File: config.mk
export PLATFORM = sky130hd
export DESIGN_NAME = dmem_arbiter_flat
export DESIGN_NICKNAME = d
export VERILOG_FILES = /design/src/rtl/dmem_arbiter_if.sv /design/src/rtl/dmem_arbiter.sv /design/src/flat_wrapper.sv
export SDC_FILE = /design/constraint.sdc
export NUM_CORES = 1
export LEC_CHECK = 0
export ABC_AREA = 1
export CAP_MARGIN = 20
export CORE_AREA = 2 2 229 231
export CTS_BUF_LIST = sky130_fd_sc_hd__clkbuf_4
export DETAILED_ROUTE_END_ITERATION = 10
export DIE_AREA = 0 0 231 233
export SLEW_MARGIN = 20
export SYNTH_ARGS = -nofsm -noshare
export SYNTH_HDL_FRONTEND = slang
export SYNTH_SLANG_ARGS = --single-unit
File: constraint.sdc
create_clock -name clk -period 4 [get_ports clk]
set_input_delay 1 -clock clk [delete_from_list [all_inputs] [get_ports clk]]
set_output_delay 1 -clock clk [all_outputs]
set_load 0.02 [all_outputs]
File: src/rtl/dmem_arbiter_if.sv
// dmem_arbiter_if: bundle of both requester ports and the data-memory port
//   a_*/b_*  : req, we, addr, wdata in; gnt, rvalid, rdata, err out (per port)
//   mem_*    : addr, wdata, write, read out; rdata in
interface dmem_arbiter_if;
  logic        a_req, a_we, a_gnt, a_rvalid, a_err;
  logic [63:0] a_addr, a_wdata, a_rdata;
  logic        b_req, b_we, b_gnt, b_rvalid, b_err;
  logic [63:0] b_addr, b_wdata, b_rdata;
  logic [63:0] mem_addr, mem_wdata, mem_rdata;
  logic        mem_write, mem_read;
  modport slave (
    input  a_req, a_we, a_addr, a_wdata, b_req, b_we, b_addr, b_wdata, mem_rdata,
    output a_gnt, a_rvalid, a_err, a_rdata, b_gnt, b_rvalid, b_err, b_rdata,
           mem_addr, mem_wdata, mem_write, mem_read
  );
  modport master (
    output a_req, a_we, a_addr, a_wdata, b_req, b_we, b_addr, b_wdata, mem_rdata,
    input  a_gnt, a_rvalid, a_err, a_rdata, b_gnt, b_rvalid, b_err, b_rdata,
           mem_addr, mem_wdata, mem_write, mem_read
  );
endinterface

File: src/rtl/dmem_arbiter.sv
// dmem_arbiter: two-port round-robin sequencer for a 64-bit byte-addressed data memory
//   clk, reset_n : clock, synchronous active-low reset
//   bus          : requester ports A/B and memory port (dmem_arbiter_if.slave)
module dmem_arbiter #(
  parameter int MEM_BYTES = 256
) (
  input logic           clk,
  input logic           reset_n,
  dmem_arbiter_if.slave bus
);
  localparam logic [63:0] LAST_ADDR = 64'(MEM_BYTES - 8);
  typedef enum logic [1:0] {IDLE, SERVE_A, SERVE_B} state_t;
  state_t      r_state, w_next;
  logic        r_last_b, r_cur_we, r_cur_err;
  logic [63:0] r_cur_addr, r_cur_wdata;
  logic        r_a_rvalid, r_a_err, r_b_rvalid, r_b_err;
  logic [63:0] r_a_rdata, r_b_rdata;
  logic        w_sel_b, w_serve, w_a_resp, w_b_resp, w_we;
  logic [63:0] w_addr, w_wdata;
  // on a tie the port not granted last wins; r_last_b resets to 1 so A wins first
  always_comb begin
    w_next = (bus.a_req & bus.b_req) ? (r_last_b ? SERVE_A : SERVE_B) :
             bus.a_req ? SERVE_A : bus.b_req ? SERVE_B : IDLE;
    w_sel_b = w_next == SERVE_B;
    w_we = w_sel_b ? bus.b_we : bus.a_we;
    w_addr = w_sel_b ? bus.b_addr : bus.a_addr;
    w_wdata = w_sel_b ? bus.b_wdata : bus.a_wdata;
    w_serve = r_state != IDLE;
    w_a_resp = (r_state == SERVE_A) & (r_cur_err | ~r_cur_we);
    w_b_resp = (r_state == SERVE_B) & (r_cur_err | ~r_cur_we);
    bus.a_gnt = r_state == SERVE_A;
    bus.b_gnt = r_state == SERVE_B;
    bus.mem_addr = w_serve ? r_cur_addr : '0;
    bus.mem_wdata = w_serve ? r_cur_wdata : '0;
    // reset_n gates the write so a reset during SERVE leaves memory untouched
    bus.mem_write = w_serve & r_cur_we & ~r_cur_err & reset_n;
    bus.mem_read = w_serve & ~r_cur_we & ~r_cur_err;
  end
  always_ff @(posedge clk) begin
    if (!reset_n) begin
      r_state <= IDLE;
      r_last_b <= 1'b1;
      r_cur_we <= 1'b0;
      r_cur_err <= 1'b0;
      r_cur_addr <= '0;
      r_cur_wdata <= '0;
      r_a_rvalid <= 1'b0;
      r_a_err <= 1'b0;
      r_a_rdata <= '0;
      r_b_rvalid <= 1'b0;
      r_b_err <= 1'b0;
      r_b_rdata <= '0;
    end else begin
      r_state <= w_next;
      if (w_next != IDLE) r_last_b <= w_sel_b;
      r_cur_we <= w_we;
      r_cur_addr <= w_addr;
      r_cur_wdata <= w_wdata;
      r_cur_err <= w_addr > LAST_ADDR;
      r_a_rvalid <= w_a_resp;
      r_b_rvalid <= w_b_resp;
      if (w_a_resp) begin
        r_a_rdata <= r_cur_err ? '0 : bus.mem_rdata;
        r_a_err <= r_cur_err;
      end
      if (w_b_resp) begin
        r_b_rdata <= r_cur_err ? '0 : bus.mem_rdata;
        r_b_err <= r_cur_err;
      end
    end
  end
  assign bus.a_rvalid = r_a_rvalid;
  assign bus.a_err = r_a_err;
  assign bus.a_rdata = r_a_rdata;
  assign bus.b_rvalid = r_b_rvalid;
  assign bus.b_err = r_b_err;
  assign bus.b_rdata = r_b_rdata;
endmodule

File: src/flat_wrapper.sv
// flat-port wrapper written by rule: the top's interface ports become plain ports
module dmem_arbiter_flat 
#(
  parameter int MEM_BYTES = 256
)
  (clk, reset_n, bus_a_req, bus_a_we, bus_a_addr, bus_a_wdata, bus_b_req, bus_b_we, bus_b_addr, bus_b_wdata, bus_mem_rdata, bus_a_gnt, bus_a_rvalid, bus_a_err, bus_a_rdata, bus_b_gnt, bus_b_rvalid, bus_b_err, bus_b_rdata, bus_mem_addr, bus_mem_wdata, bus_mem_write, bus_mem_read);
  dmem_arbiter_if bus_i ();
  input logic clk;
  input logic reset_n;
  input wire logic [$bits(bus_i.a_req)-1:0] bus_a_req;
  input wire logic [$bits(bus_i.a_we)-1:0] bus_a_we;
  input wire logic [$bits(bus_i.a_addr)-1:0] bus_a_addr;
  input wire logic [$bits(bus_i.a_wdata)-1:0] bus_a_wdata;
  input wire logic [$bits(bus_i.b_req)-1:0] bus_b_req;
  input wire logic [$bits(bus_i.b_we)-1:0] bus_b_we;
  input wire logic [$bits(bus_i.b_addr)-1:0] bus_b_addr;
  input wire logic [$bits(bus_i.b_wdata)-1:0] bus_b_wdata;
  input wire logic [$bits(bus_i.mem_rdata)-1:0] bus_mem_rdata;
  output wire logic [$bits(bus_i.a_gnt)-1:0] bus_a_gnt;
  output wire logic [$bits(bus_i.a_rvalid)-1:0] bus_a_rvalid;
  output wire logic [$bits(bus_i.a_err)-1:0] bus_a_err;
  output wire logic [$bits(bus_i.a_rdata)-1:0] bus_a_rdata;
  output wire logic [$bits(bus_i.b_gnt)-1:0] bus_b_gnt;
  output wire logic [$bits(bus_i.b_rvalid)-1:0] bus_b_rvalid;
  output wire logic [$bits(bus_i.b_err)-1:0] bus_b_err;
  output wire logic [$bits(bus_i.b_rdata)-1:0] bus_b_rdata;
  output wire logic [$bits(bus_i.mem_addr)-1:0] bus_mem_addr;
  output wire logic [$bits(bus_i.mem_wdata)-1:0] bus_mem_wdata;
  output wire logic [$bits(bus_i.mem_write)-1:0] bus_mem_write;
  output wire logic [$bits(bus_i.mem_read)-1:0] bus_mem_read;
  assign bus_i.a_req = bus_a_req;
  assign bus_i.a_we = bus_a_we;
  assign bus_i.a_addr = bus_a_addr;
  assign bus_i.a_wdata = bus_a_wdata;
  assign bus_i.b_req = bus_b_req;
  assign bus_i.b_we = bus_b_we;
  assign bus_i.b_addr = bus_b_addr;
  assign bus_i.b_wdata = bus_b_wdata;
  assign bus_i.mem_rdata = bus_mem_rdata;
  assign bus_a_gnt = bus_i.a_gnt;
  assign bus_a_rvalid = bus_i.a_rvalid;
  assign bus_a_err = bus_i.a_err;
  assign bus_a_rdata = bus_i.a_rdata;
  assign bus_b_gnt = bus_i.b_gnt;
  assign bus_b_rvalid = bus_i.b_rvalid;
  assign bus_b_err = bus_i.b_err;
  assign bus_b_rdata = bus_i.b_rdata;
  assign bus_mem_addr = bus_i.mem_addr;
  assign bus_mem_wdata = bus_i.mem_wdata;
  assign bus_mem_write = bus_i.mem_write;
  assign bus_mem_read = bus_i.mem_read;
  dmem_arbiter #(.MEM_BYTES(MEM_BYTES)) u_core (.clk(clk), .reset_n(reset_n), .bus(bus_i));
endmodule
==> metrics.md, run 1 <==
| Metric | Value |
|---|---|
| Nets | 2550 |
| CTS root buffer | clkbuf_4 |
| Placed cell areas | 17500 sq um |
| IO Pins | 590 |
| Setup violators final | 0 |
| Global Route Usage Sum | 17.4% |
| Maxcap violations | 0 |
| Net Count, Synth | 1968 |
| Drt wl/cell | 16.5 um |
| Overflow after GRT | 0 |
| Top-area cell type share of the netlist area | 48.0% |
| Largest net degree at the start of global routing | 195 |
| Maximum vdd drop | 208 uV |
| Fin. Hold Viols | 0 |
| Number of global-route vias before repair | 12.5k |
| Largest area contributor in the netlist | dfxtp_1 |
| Ranking of synthesized cells by area | dfxtp_1, nor2_1, o21ai_0, inv_1, nand2_1 |
| Lkg Pwr | 7.82 nW |
| Port-buffer cells | 589 |
| Status | finished, final reports clean |
| CP peak stage delay | 0.65 ns |
| Die ar. | 53800 sq um |
| CP Launch Type | register |
| Clk_skew | 0.0417 ns |
| GPL Wtd Cong | 0.926 |
| Clock transition at the registers of the reported paths | 0.07 ns |
| CTS tree | built |
| Post-CTS sizing | 0 |
| Pwr dens | 376 nW/um^2 |
| Number of flops mapped to enable cells by yosys | 0 |
| Slowest cell on crit path | clkdlybuf4s50_1 |
| Worst hold path class | register to register |
| Library cells used by synthesis | 21 |
| Slew HR | 40.4% |
| Hold_sp | u_core.bus.a_err$_SDFFE_PN0P_ |
| 1st-pass router iterations | 4 |
| DRT iter0 DRCs | 569 |
| Via count | 12.5k |
| Residual DRC | 0 |
| Synthesis-to-finish area growth | 67.1% |
| Die Span Y | 233 um |
| Critical path buffers and inverters | 2 |
| Share of post-route cells with drive strength above 1 | 6.54% |
| Final setup TNS | 0 ns |
| Design area | 18500 sq um |
| Worst slew pin tran | 0.894 ns |
| Average size of a mapped cell | 6.73 sq um |
| Max Fclk | 288 MHz |
| Total clock buffers created by CTS | 79 |
| Reg-to-Reg Start | u_core.r_state[1]$_SDFF_PN0_ |
| HPWL after DPL | 36300 um |
| Type of the worst setup path | register to output pin |
| TritonCTS Sinks | 265 |
| Post-Synthesis Cell Area | 11000 sq um |
| Filler cells | 5479 |
| Cell row count | 83 |
| Worst Path Max Fanout | 63 |
| Worst-skew pair later-pin latency | 0.79 ns |
| Post-CTS Hold Buffers | 0 |
| WP data required | 3.00 ns |
| Most frequent cell after synthesis | nor2_1 |
| Vias per cell | 4.22 |
| Sequential-to-total area share from yosys stat | 48.0% |
| #FFs+latches synth | 265 |
| Final period utilization | 86.9% |
| Setup bufs post-CTS | 0 |
| Yosys warns | 0 |
| Detailed Route WL | 48900 um |
| Worst-path cell chain | nor2_4 -> buf_12 -> nor2_1 -> clkdlybuf4s50_1 |
| CTS HTree Levels | 3 |
| Antenna violations before repair | 8 |
| First-pass GRT wire length | 71800 um |
| CP arrival | 2.48 ns |
| Top post-synthesis cells by count | nor2_1, dfxtp_1, inv_1 |
| Async set or reset register ratio after synthesis | 0% |
| Max Slew Vio Count | 0 |
| CP endpoint kind | output pin |
| Top FF cell, synth | dfxtp_1 |
| Max Root-Sink Buffers | 3 |
| CP delay by family, top | buffers and inverters |
| CORE AREA | 51100 sq um |
| RSZ-0062 raised after global routing | false |
| Synth Instances | 1642 |
| Tmin final | 3.48 ns |
| Initial Util | 21.6% |
| Die width | 231 um |
| Critical Path Source | u_core.r_state[0]$_SDFF_PN0_ |
| Antenna viol nets, final | 0 |
[area by class of cell]
type	instances	area (sq um)	share of cell area, %
diodes	5	12.5	0.0678
clock buffers	111	833	4.51
clock inverters	24	101	0.549
inverters	223	837	4.53
multi-input cells	1048	4420	23.9
flip-flops and latches	265	5310	28.7
well taps	680	851	4.61
repair buffers	607	6100	33.0
[layer usage]
layer	global-route usage (%)	routed length [um]	up-vias
met5	0	59	-
met4	8.04	1940	10
met3	7.41	4670	109
met2	29.0	23000	490
met1	19.2	19300	5687
li1	-	-	6196
[worst register-to-register path, stage by stage, from the launching register on]
cell,delay [ns]
dfxtp_1,0.39
inv_1,0.05
nor2_1,0.29
nand2_1,0.16
inv_2,0.33
buf_4,0.43
o21ai_0,0.14
a21oi_1,0.16
[cells by family after synthesis]
group,count (synthesis),synth area share (%)
flip-flops,265,48.0
buffers and inverters,329,12.0
AO/OA/AOI/OAI,278,12.6
AND/OR/NAND/NOR,770,27.3
[final timing paths]
check	cells after the start	slack (ns)	end
max	4	0.52	bus_mem_wdata[44]
min	2	0.46	u_core.bus.a_err$_SDFFE_PN0P_
max reg2reg	7	1.94	u_core.bus.b_rdata[19]$_SDFFE_PN0P_
min reg2reg	2	0.46	u_core.bus.a_err$_SDFFE_PN0P_
[state kept, by name, summed over array words and instances (netlist names)]
register and flops:
u_core.bus.a_rdata 64, u_core.bus.b_rdata 64, u_core.r_cur_addr 64, u_core.r_cur_wdata 64, u_core.r_state 2, u_core.bus.a_err 1
u_core.bus.a_rvalid 1, u_core.bus.b_err 1, u_core.bus.b_rvalid 1, u_core.r_cur_err 1, u_core.r_cur_we 1, u_core.r_last_b 1
[stage by stage]
step                      worst slack (ns)  total power, mW  hold slack [ns]  util (%)  instances
after CTS                            0.340             7.08            0.465      36.1       2958
after global placement               0.870             4.46            0.451      34.3       2823
after detailed placement             0.792             4.47            0.454      34.3       2823
after global routing                 0.268             7.36            0.480      36.1       2963
after floorplan                       1.44             3.64            0.505         -       1642
final                                0.523             6.94            0.462      36.1       2963
[power by group]
part	internal [mW]	switching (mW)
registers	2.83	0.0739
logic	0.716	0.786
clock network	1.28	1.26
[cell usage in the layout (no fill, tap or decap), types with 6 or more instances in the layout]
| cell | instances |
|---|---|
| clkinv_1 | 14 |
| dfxtp_1 | 264 |
| nor2_1 | 546 |
| nand3_1 | 19 |
| buf_12 | 6 |
| a21oi_1 | 69 |
| inv_2 | 9 |
| nand2_1 | 177 |
| clkdlybuf4s50_1 | 587 |
| clkbuf_4 | 111 |
| buf_4 | 14 |
| inv_1 | 219 |
| nand3b_1 | 21 |
| o21ai_0 | 203 |
Power figures use the tool's default switching activity.
==> inputs of run 2 (changes only) <==
--- a/config.mk
+++ b/config.mk
@@ -15,3 +15,4 @@
 export SYNTH_ARGS = -nofsm -noshare
 export SYNTH_HDL_FRONTEND = slang
 export SYNTH_SLANG_ARGS = --single-unit
+export TNS_END_PERCENT = 10
==> results of run 2 <==
No change in the layout: final DEF, timing and power equal those of run 1.
==> inputs of run 3 (changes only) <==
--- a/config.mk
+++ b/config.mk
@@ -11,6 +11,7 @@
 export CTS_BUF_LIST = sky130_fd_sc_hd__clkbuf_4
 export DETAILED_ROUTE_END_ITERATION = 10
 export DIE_AREA = 0 0 231 233
+export SKIP_LAST_GASP = 1
 export SLEW_MARGIN = 20
 export SYNTH_ARGS = -nofsm -noshare
 export SYNTH_HDL_FRONTEND = slang
==> results of run 3 <==
No change in the layout: final DEF, timing and power equal those of run 1.
